### src/rtl/dds_bus_wr_master_if.sv
// dds_bus_wr_master_if: write-channel bundle of the 4-bit-ID / 32-bit-data slave bus
interface dds_bus_wr_master_if;
  logic [3:0]  M_WR_ADDR_ID;
  logic [31:0] M_WR_ADDR;
  logic [7:0]  M_WR_ADDR_LEN;
  logic [1:0]  M_WR_ADDR_BURST;
  logic        M_WR_ADDR_VALID;
  logic        M_WR_ADDR_READY;
  logic [31:0] M_WR_DATA;
  logic [3:0]  M_WR_STRB;
  logic        M_WR_DATA_LAST;
  logic        M_WR_DATA_VALID;
  logic        M_WR_DATA_READY;
  logic [3:0]  M_WR_BACK_ID;
  logic [1:0]  M_WR_BACK_RESP;
  logic        M_WR_BACK_VALID;
  logic        M_WR_BACK_READY;
  modport master (
    output M_WR_ADDR_ID, M_WR_ADDR, M_WR_ADDR_LEN, M_WR_ADDR_BURST, M_WR_ADDR_VALID,
    output M_WR_DATA, M_WR_STRB, M_WR_DATA_LAST, M_WR_DATA_VALID, M_WR_BACK_READY,
    input  M_WR_ADDR_READY, M_WR_DATA_READY, M_WR_BACK_ID, M_WR_BACK_RESP, M_WR_BACK_VALID
  );
  modport slave (
    input  M_WR_ADDR_ID, M_WR_ADDR, M_WR_ADDR_LEN, M_WR_ADDR_BURST, M_WR_ADDR_VALID,
    input  M_WR_DATA, M_WR_STRB, M_WR_DATA_LAST, M_WR_DATA_VALID, M_WR_BACK_READY,
    output M_WR_ADDR_READY, M_WR_DATA_READY, M_WR_BACK_ID, M_WR_BACK_RESP, M_WR_BACK_VALID
  );
endinterface

### src/rtl/dds_bus_wr_master.sv
// dds_bus_wr_master: turns one local command plus a data stream into a single bus write burst
// Optional stall timeout enabled by defining DDS_WR_TIMEOUT_EN.
module dds_bus_wr_master #(
  parameter logic [3:0] WR_ID          = 4'h0,
  parameter int         TIMEOUT_CYCLES = 1024
) (
  input  logic        clk,
  input  logic        rst,
  input  logic        cmd_valid,
  output logic        cmd_ready,
  input  logic [31:0] cmd_addr,
  input  logic [7:0]  cmd_len,
  input  logic        cmd_fixed,
  input  logic [31:0] wr_data,
  input  logic        wr_valid,
  output logic        wr_ready,
  output logic        done_valid,
  output logic [1:0]  done_resp,
  dds_bus_wr_master_if.master m
);
  typedef enum logic [1:0] {IDLE, ADDR, DATA, RESP} state_t;
  state_t state, nxt;
  logic [7:0] cnt;
  logic cmd_hs, addr_hs, beat_hs, back_hs, tmo;
  if (TIMEOUT_CYCLES < 2 || TIMEOUT_CYCLES > 65535) begin : g_bad_timeout
    $error("TIMEOUT_CYCLES must be in 2..65535");
  end
  // Holding off while done_valid is high keeps exactly one burst outstanding.
  assign cmd_ready = state == IDLE && !done_valid;
  assign cmd_hs = cmd_valid && cmd_ready;
  assign addr_hs = m.M_WR_ADDR_VALID && m.M_WR_ADDR_READY;
  assign beat_hs = m.M_WR_DATA_VALID && m.M_WR_DATA_READY;
  assign back_hs = m.M_WR_BACK_VALID && m.M_WR_BACK_READY;
  assign m.M_WR_ADDR_ID = WR_ID;
  assign m.M_WR_STRB = 4'hF;
  assign m.M_WR_DATA = wr_data;
  assign m.M_WR_ADDR_VALID = state == ADDR;
  assign m.M_WR_DATA_VALID = state == DATA && wr_valid;
  assign m.M_WR_DATA_LAST = state == DATA && cnt == m.M_WR_ADDR_LEN;
  assign m.M_WR_BACK_READY = state == RESP;
  assign wr_ready = state == DATA && m.M_WR_DATA_READY;
`ifdef DDS_WR_TIMEOUT_EN
  logic [15:0] stall;
  assign tmo = state != IDLE && !(addr_hs || beat_hs || back_hs) && stall == 16'(TIMEOUT_CYCLES - 1);
  always_ff @(posedge clk or posedge rst)
    if (rst) stall <= '0;
    else stall <= (state == IDLE || addr_hs || beat_hs || back_hs) ? '0 : stall + 16'd1;
`else
  assign tmo = 1'b0;
`endif
  always_comb begin
    nxt = tmo ? IDLE :
          cmd_hs ? ADDR :
          addr_hs ? DATA :
          beat_hs && m.M_WR_DATA_LAST ? RESP :
          back_hs ? IDLE : state;
  end
  always_ff @(posedge clk or posedge rst)
    if (rst) state <= IDLE;
    else state <= nxt;
  always_ff @(posedge clk or posedge rst)
    if (rst) begin
      m.M_WR_ADDR <= '0;
      m.M_WR_ADDR_LEN <= '0;
      m.M_WR_ADDR_BURST <= '0;
      cnt <= '0;
      done_valid <= 1'b0;
      done_resp <= '0;
    end else begin
      done_valid <= back_hs || tmo;
      cnt <= cmd_hs ? '0 : beat_hs ? cnt + 8'd1 : cnt;
      if (cmd_hs) begin
        m.M_WR_ADDR <= cmd_addr;
        m.M_WR_ADDR_LEN <= cmd_len;
        m.M_WR_ADDR_BURST <= {1'b0, !cmd_fixed};
      end
      if (tmo) done_resp <= 2'b11;
      else if (back_hs) done_resp <= m.M_WR_BACK_ID != WR_ID ? 2'b10 : m.M_WR_BACK_RESP;
    end
endmodule

### src/flat_wrapper.sv
// flat-port wrapper written by rule: the top's interface ports become plain ports
module dds_bus_wr_master_flat 
#(
  parameter logic [3:0] WR_ID          = 4'h0,
  parameter int         TIMEOUT_CYCLES = 1024
)
  (clk, rst, cmd_valid, cmd_ready, cmd_addr, cmd_len, cmd_fixed, wr_data, wr_valid, wr_ready, done_valid, done_resp, m_M_WR_ADDR_ID, m_M_WR_ADDR, m_M_WR_ADDR_LEN, m_M_WR_ADDR_BURST, m_M_WR_ADDR_VALID, m_M_WR_DATA, m_M_WR_STRB, m_M_WR_DATA_LAST, m_M_WR_DATA_VALID, m_M_WR_BACK_READY, m_M_WR_ADDR_READY, m_M_WR_DATA_READY, m_M_WR_BACK_ID, m_M_WR_BACK_RESP, m_M_WR_BACK_VALID);
  dds_bus_wr_master_if m_i ();
  input  logic clk;
  input  logic rst;
  input  logic cmd_valid;
  output logic cmd_ready;
  input  logic [31:0] cmd_addr;
  input  logic [7:0] cmd_len;
  input  logic cmd_fixed;
  input  logic [31:0] wr_data;
  input  logic wr_valid;
  output logic wr_ready;
  output logic done_valid;
  output logic [1:0] done_resp;
  output wire logic [$bits(m_i.M_WR_ADDR_ID)-1:0] m_M_WR_ADDR_ID;
  output wire logic [$bits(m_i.M_WR_ADDR)-1:0] m_M_WR_ADDR;
  output wire logic [$bits(m_i.M_WR_ADDR_LEN)-1:0] m_M_WR_ADDR_LEN;
  output wire logic [$bits(m_i.M_WR_ADDR_BURST)-1:0] m_M_WR_ADDR_BURST;
  output wire logic [$bits(m_i.M_WR_ADDR_VALID)-1:0] m_M_WR_ADDR_VALID;
  output wire logic [$bits(m_i.M_WR_DATA)-1:0] m_M_WR_DATA;
  output wire logic [$bits(m_i.M_WR_STRB)-1:0] m_M_WR_STRB;
  output wire logic [$bits(m_i.M_WR_DATA_LAST)-1:0] m_M_WR_DATA_LAST;
  output wire logic [$bits(m_i.M_WR_DATA_VALID)-1:0] m_M_WR_DATA_VALID;
  output wire logic [$bits(m_i.M_WR_BACK_READY)-1:0] m_M_WR_BACK_READY;
  input wire logic [$bits(m_i.M_WR_ADDR_READY)-1:0] m_M_WR_ADDR_READY;
  input wire logic [$bits(m_i.M_WR_DATA_READY)-1:0] m_M_WR_DATA_READY;
  input wire logic [$bits(m_i.M_WR_BACK_ID)-1:0] m_M_WR_BACK_ID;
  input wire logic [$bits(m_i.M_WR_BACK_RESP)-1:0] m_M_WR_BACK_RESP;
  input wire logic [$bits(m_i.M_WR_BACK_VALID)-1:0] m_M_WR_BACK_VALID;
  assign m_M_WR_ADDR_ID = m_i.M_WR_ADDR_ID;
  assign m_M_WR_ADDR = m_i.M_WR_ADDR;
  assign m_M_WR_ADDR_LEN = m_i.M_WR_ADDR_LEN;
  assign m_M_WR_ADDR_BURST = m_i.M_WR_ADDR_BURST;
  assign m_M_WR_ADDR_VALID = m_i.M_WR_ADDR_VALID;
  assign m_M_WR_DATA = m_i.M_WR_DATA;
  assign m_M_WR_STRB = m_i.M_WR_STRB;
  assign m_M_WR_DATA_LAST = m_i.M_WR_DATA_LAST;
  assign m_M_WR_DATA_VALID = m_i.M_WR_DATA_VALID;
  assign m_M_WR_BACK_READY = m_i.M_WR_BACK_READY;
  assign m_i.M_WR_ADDR_READY = m_M_WR_ADDR_READY;
  assign m_i.M_WR_DATA_READY = m_M_WR_DATA_READY;
  assign m_i.M_WR_BACK_ID = m_M_WR_BACK_ID;
  assign m_i.M_WR_BACK_RESP = m_M_WR_BACK_RESP;
  assign m_i.M_WR_BACK_VALID = m_M_WR_BACK_VALID;
  dds_bus_wr_master #(.WR_ID(WR_ID), .TIMEOUT_CYCLES(TIMEOUT_CYCLES)) u_core (.clk(clk), .rst(rst), .cmd_valid(cmd_valid), .cmd_ready(cmd_ready), .cmd_addr(cmd_addr), .cmd_len(cmd_len), .cmd_fixed(cmd_fixed), .wr_data(wr_data), .wr_valid(wr_valid), .wr_ready(wr_ready), .done_valid(done_valid), .done_resp(done_resp), .m(m_i));
endmodule
### config.mk
export PLATFORM = sky130hd
export DESIGN_NAME = dds_bus_wr_master_flat
export DESIGN_NICKNAME = d
export VERILOG_FILES = /design/src/rtl/dds_bus_wr_master_if.sv /design/src/rtl/dds_bus_wr_master.sv /design/src/flat_wrapper.sv
export SDC_FILE = /design/constraint.sdc
export NUM_CORES = 1
export LEC_CHECK = 0
export ABC_AREA = 0
export BUFFER_PORTS_ARGS = -buffer_cell sky130_fd_sc_hd__buf_4
export CORE_MARGIN = 8
export CORE_UTILIZATION = 35
export DETAILED_ROUTE_END_ITERATION = 16
export PLACE_DENSITY = 0.69
export SLEW_MARGIN = 20
export SYNTH_ARGS = -nofsm -noshare
export SYNTH_HDL_FRONTEND = slang
export SYNTH_SLANG_ARGS = --single-unit
### constraint.sdc
create_clock -name clk -period 4.1 [get_ports clk]
set_input_delay 0.205 -clock clk [delete_from_list [all_inputs] [get_ports clk]]
set_output_delay 0.205 -clock clk [all_outputs]
set_load 0.02 [all_outputs]
==> flow_summary.yaml <==
clock_network:
  ctsResizeCount: 0
  path_clk_slew_ns: 0.09
  cts.sinks: 54
  cts_tree: "yes"
  postCtsSetupRepairBufs: 0
  postCtsHoldBufs: 0
  cts_buffers: 5
  clk-insertion-delay-late_ns: 0.29
  root_buffer: "clkbuf_8"
  htree_levels: 2
  clock_path_buffers: 2
placement:
  port_buffers: 103
  hpwl_mm: 4.34
  dpl.cell_count: 371
  dp_slack_ns: 2.28
  dpl-instance-area_um2: 3200
  routabilityCongestion: 0.743
finish:
  drive_above_1_share_pct: 55.8
  regArea_um2: 1350
  fillers: 690
  final_area_um2: 3280
  final_nets: 366
  antenna_cells: 0
  multi_input_area_um2: 923
  syn2layout_area_growth_pct: 25.0
  stdcell_count: 377
synthesis:
  syn_area_um2: 2630
  yosys-top-cells-area: "dfrtp_1, mux2_2, buf_4, xnor2_1, xor2_1"
  synth_top_cell_by_area: "dfrtp_1"
  ys.flop_type: "dfrtp_1"
  postSynthAreaPerCell_um2: 12.6
  ys_ff_latch: 54
  ys_async_sr_fraction_pct: 100
  yosysUniqueCellTypes: 35
  synth_commonest_cells: "dfrtp_1, buf_4, mux2_2"
  ys_seq_area_share_pct: 51.5
  synthCells: 209
  synth_most_common_cell: "dfrtp_1"
  synth_top_area_share_pct: 51.5
  ys.warnings.count: 0
  synth_edf_count: 0
drt:
  wl_per_cell_um: 15.2
  ant_nets: 0
  drt_iter0_drc: 53
  routed_via_density: 4.50
  drt_pass1_iterations: 4
  vias: 1695
  drc: 0
  routed_wl_mm: 5.71
sta:
  clock.fmax_mhz: 540
  max_slew_margin_pct: 55.1
  period_needed_ns: 1.85
  rsz0062_at_grt: "false"
  skew_ns: 0.00459
  tightest_slew_ns: 0.674
  tns_ns: 0
  slew_violations: 0
  fin_ws_ns: 2.25
  period_share_pct: 45.2
  hold_viol_final: 0
  finalSetupViolations: 0
  worst_hold_slack_ns: 0.0828
setup_path:
  cp_data_required_time_ns: 3.89
  worstPathCellList: "and2b_1, nand4_1, nor4_2, buf_4"
  arrival_ns: 1.65
  crit_path_end_kind: "output port"
  worst-path-max-fanout: 9
  cp_num_buf_inv: 1
  start_kind: "flip-flop"
  crit_slowest_cell: "dfrtp_1"
  worst_path_dominant_cell_family: "simple AND/OR/NAND/NOR gates"
  cpPeakStageDelay_ns: 0.49
  criticalPathCategory: "reg -> out"
pwr:
  switchingPower_mw: 0.945
  clkPwrFrac_pct: 11.6
  p_int_mw: 1.51
  p_comb_share_pct: 49.7
  seqPwrFrac_pct: 38.6
  power_density_nw_per_um2: 750
  swShare_pct: 38.4
  ir_drop_v: 0.000305
  p_leak_nw: 1.56
floorplan:
  row_count: 31
  die_x_um: 103
  start_util_pct: 36.2
  core_area_um2: 7250
  dieArea_um2: 10500
  die_height_um: 103
  ioPinCount: 177
grt:
  grt_util_all_layers_pct: 11.0
  grt_pass1_wl_mm: 9.15
  antenna_found_initial: 0
  grt_max_degree: 55
  grt_pass1_vias: 1892
  grt_overflow: 0
run_status:
  outcome: "completed"
run:
  maxCapViolations: 0
min_path:
  hold_class: "in -> reg"
per-stage QoR:
step | power, mW | utilization [%]
2_1_floorplan | 1.75 | -
3_5_place_dp | 2.21 | 44.1
5_1_grt | 2.62 | 45.2
3_3_place_gp | 2.18 | 44.1
4_1_cts | 2.51 | 45.2
6_report | 2.46 | 45.2
logic make-up after synthesis:
kind of cell / Yosys count / synth area share (%)
and+or+nand+nor: 35 / 8.82
buffers and inverters: 52 / 14.3
adders and majority gates: 1 / 0.477
AOI/OAI and AO/OA: 10 / 2.29
xor gates and xnor gates: 13 / 4.34
other: 2 / 0.286
DFF: 54 / 51.5
muxes: 42 / 18.0
state kept, by name (all words and copies together), names as in the netlist:
name                      flops
u_core.m.M_WR_ADDR           32
u_core.cnt                    8
u_core.m.M_WR_ADDR_LEN        8
u_core.done_resp              2
u_core.state                  2
u_core.done_valid             1
u_core.m.M_WR_ADDR_BURST      1
path summary, 6_finish.rpt:
kind | slack, ns | depth (start not counted) | endpoint | from
max reg2reg | 2.30 | 3 | u_core.m.M_WR_ADDR[25]$_DFFE_PP0N_ | u_core.state[1]$_DFFE_PP0P_
max in group asynchronous | 3.57 | 3 | u_core.cnt[2]$_DFFE_PP0P_ | rst
min in group asynchronous | 0.10 | 3 | u_core.m.M_WR_ADDR[26]$_DFFE_PP0N_ | rst
min | 0.08 | 2 | u_core.m.M_WR_ADDR_BURST[0]$_DFFE_PP0N_ | cmd_fixed
min reg2reg | 0.51 | 1 | u_core.m.M_WR_ADDR[15]$_DFFE_PP0N_ | u_core.m.M_WR_ADDR[15]$_DFFE_PP0N_
max | 2.25 | 4 | m_M_WR_DATA_LAST | u_core.state[0]$_DFFE_PP0P_
final cells by class:
class | instances | share of cell area [%]
Timing Repair Buffer | 105 | 24.0
Inverter | 3 | 0.343
Clock buffer | 6 | 2.52
Multi-Input combinational cell | 110 | 28.1
Tap cell | 99 | 3.78
Sequential cell | 54 | 41.2
per-layer routing:
metal / wire length (µm) / up-vias / track usage (%)
met5: 0 / - / 0
met1: 2050 / 822 / 11.3
met4: 78 / 0 / 3.84
met2: 2800 / 77 / 18.7
li1: - / 787 / -
met3: 782 / 9 / 5.74
power by group through the flow:
| stage | Clock [mW] | Sequential [mW] | Combinational (mW) |
|---|---|---|---|
| after floorplan | 0 | 1.19 | 0.561 |
| after global placement | 0 | 0.951 | 1.23 |
| after detailed placement | 0 | 0.967 | 1.25 |
| after CTS | 0.305 | 0.957 | 1.25 |
| after global routing | 0.322 | 0.991 | 1.31 |
| final | 0.286 | 0.950 | 1.22 |
cell usage in the layout (no fill, tap or decap), types with 2 or more instances in the layout:
cell type and count:
nand2_1 4, and2_1 2, nand3_1 5, a21oi_1 4, clkbuf_8 6, dfrtp_1 54
xnor2_1 9, mux2_1 3, nor3_1 3, or3_1 2, nor2_1 7, o21ai_0 3
inv_1 2, nand4_1 2, mux2_2 38, conb_1 9, buf_4 105, xor2_1 4
No activity file was read; power rests on OpenSTA's default activity.
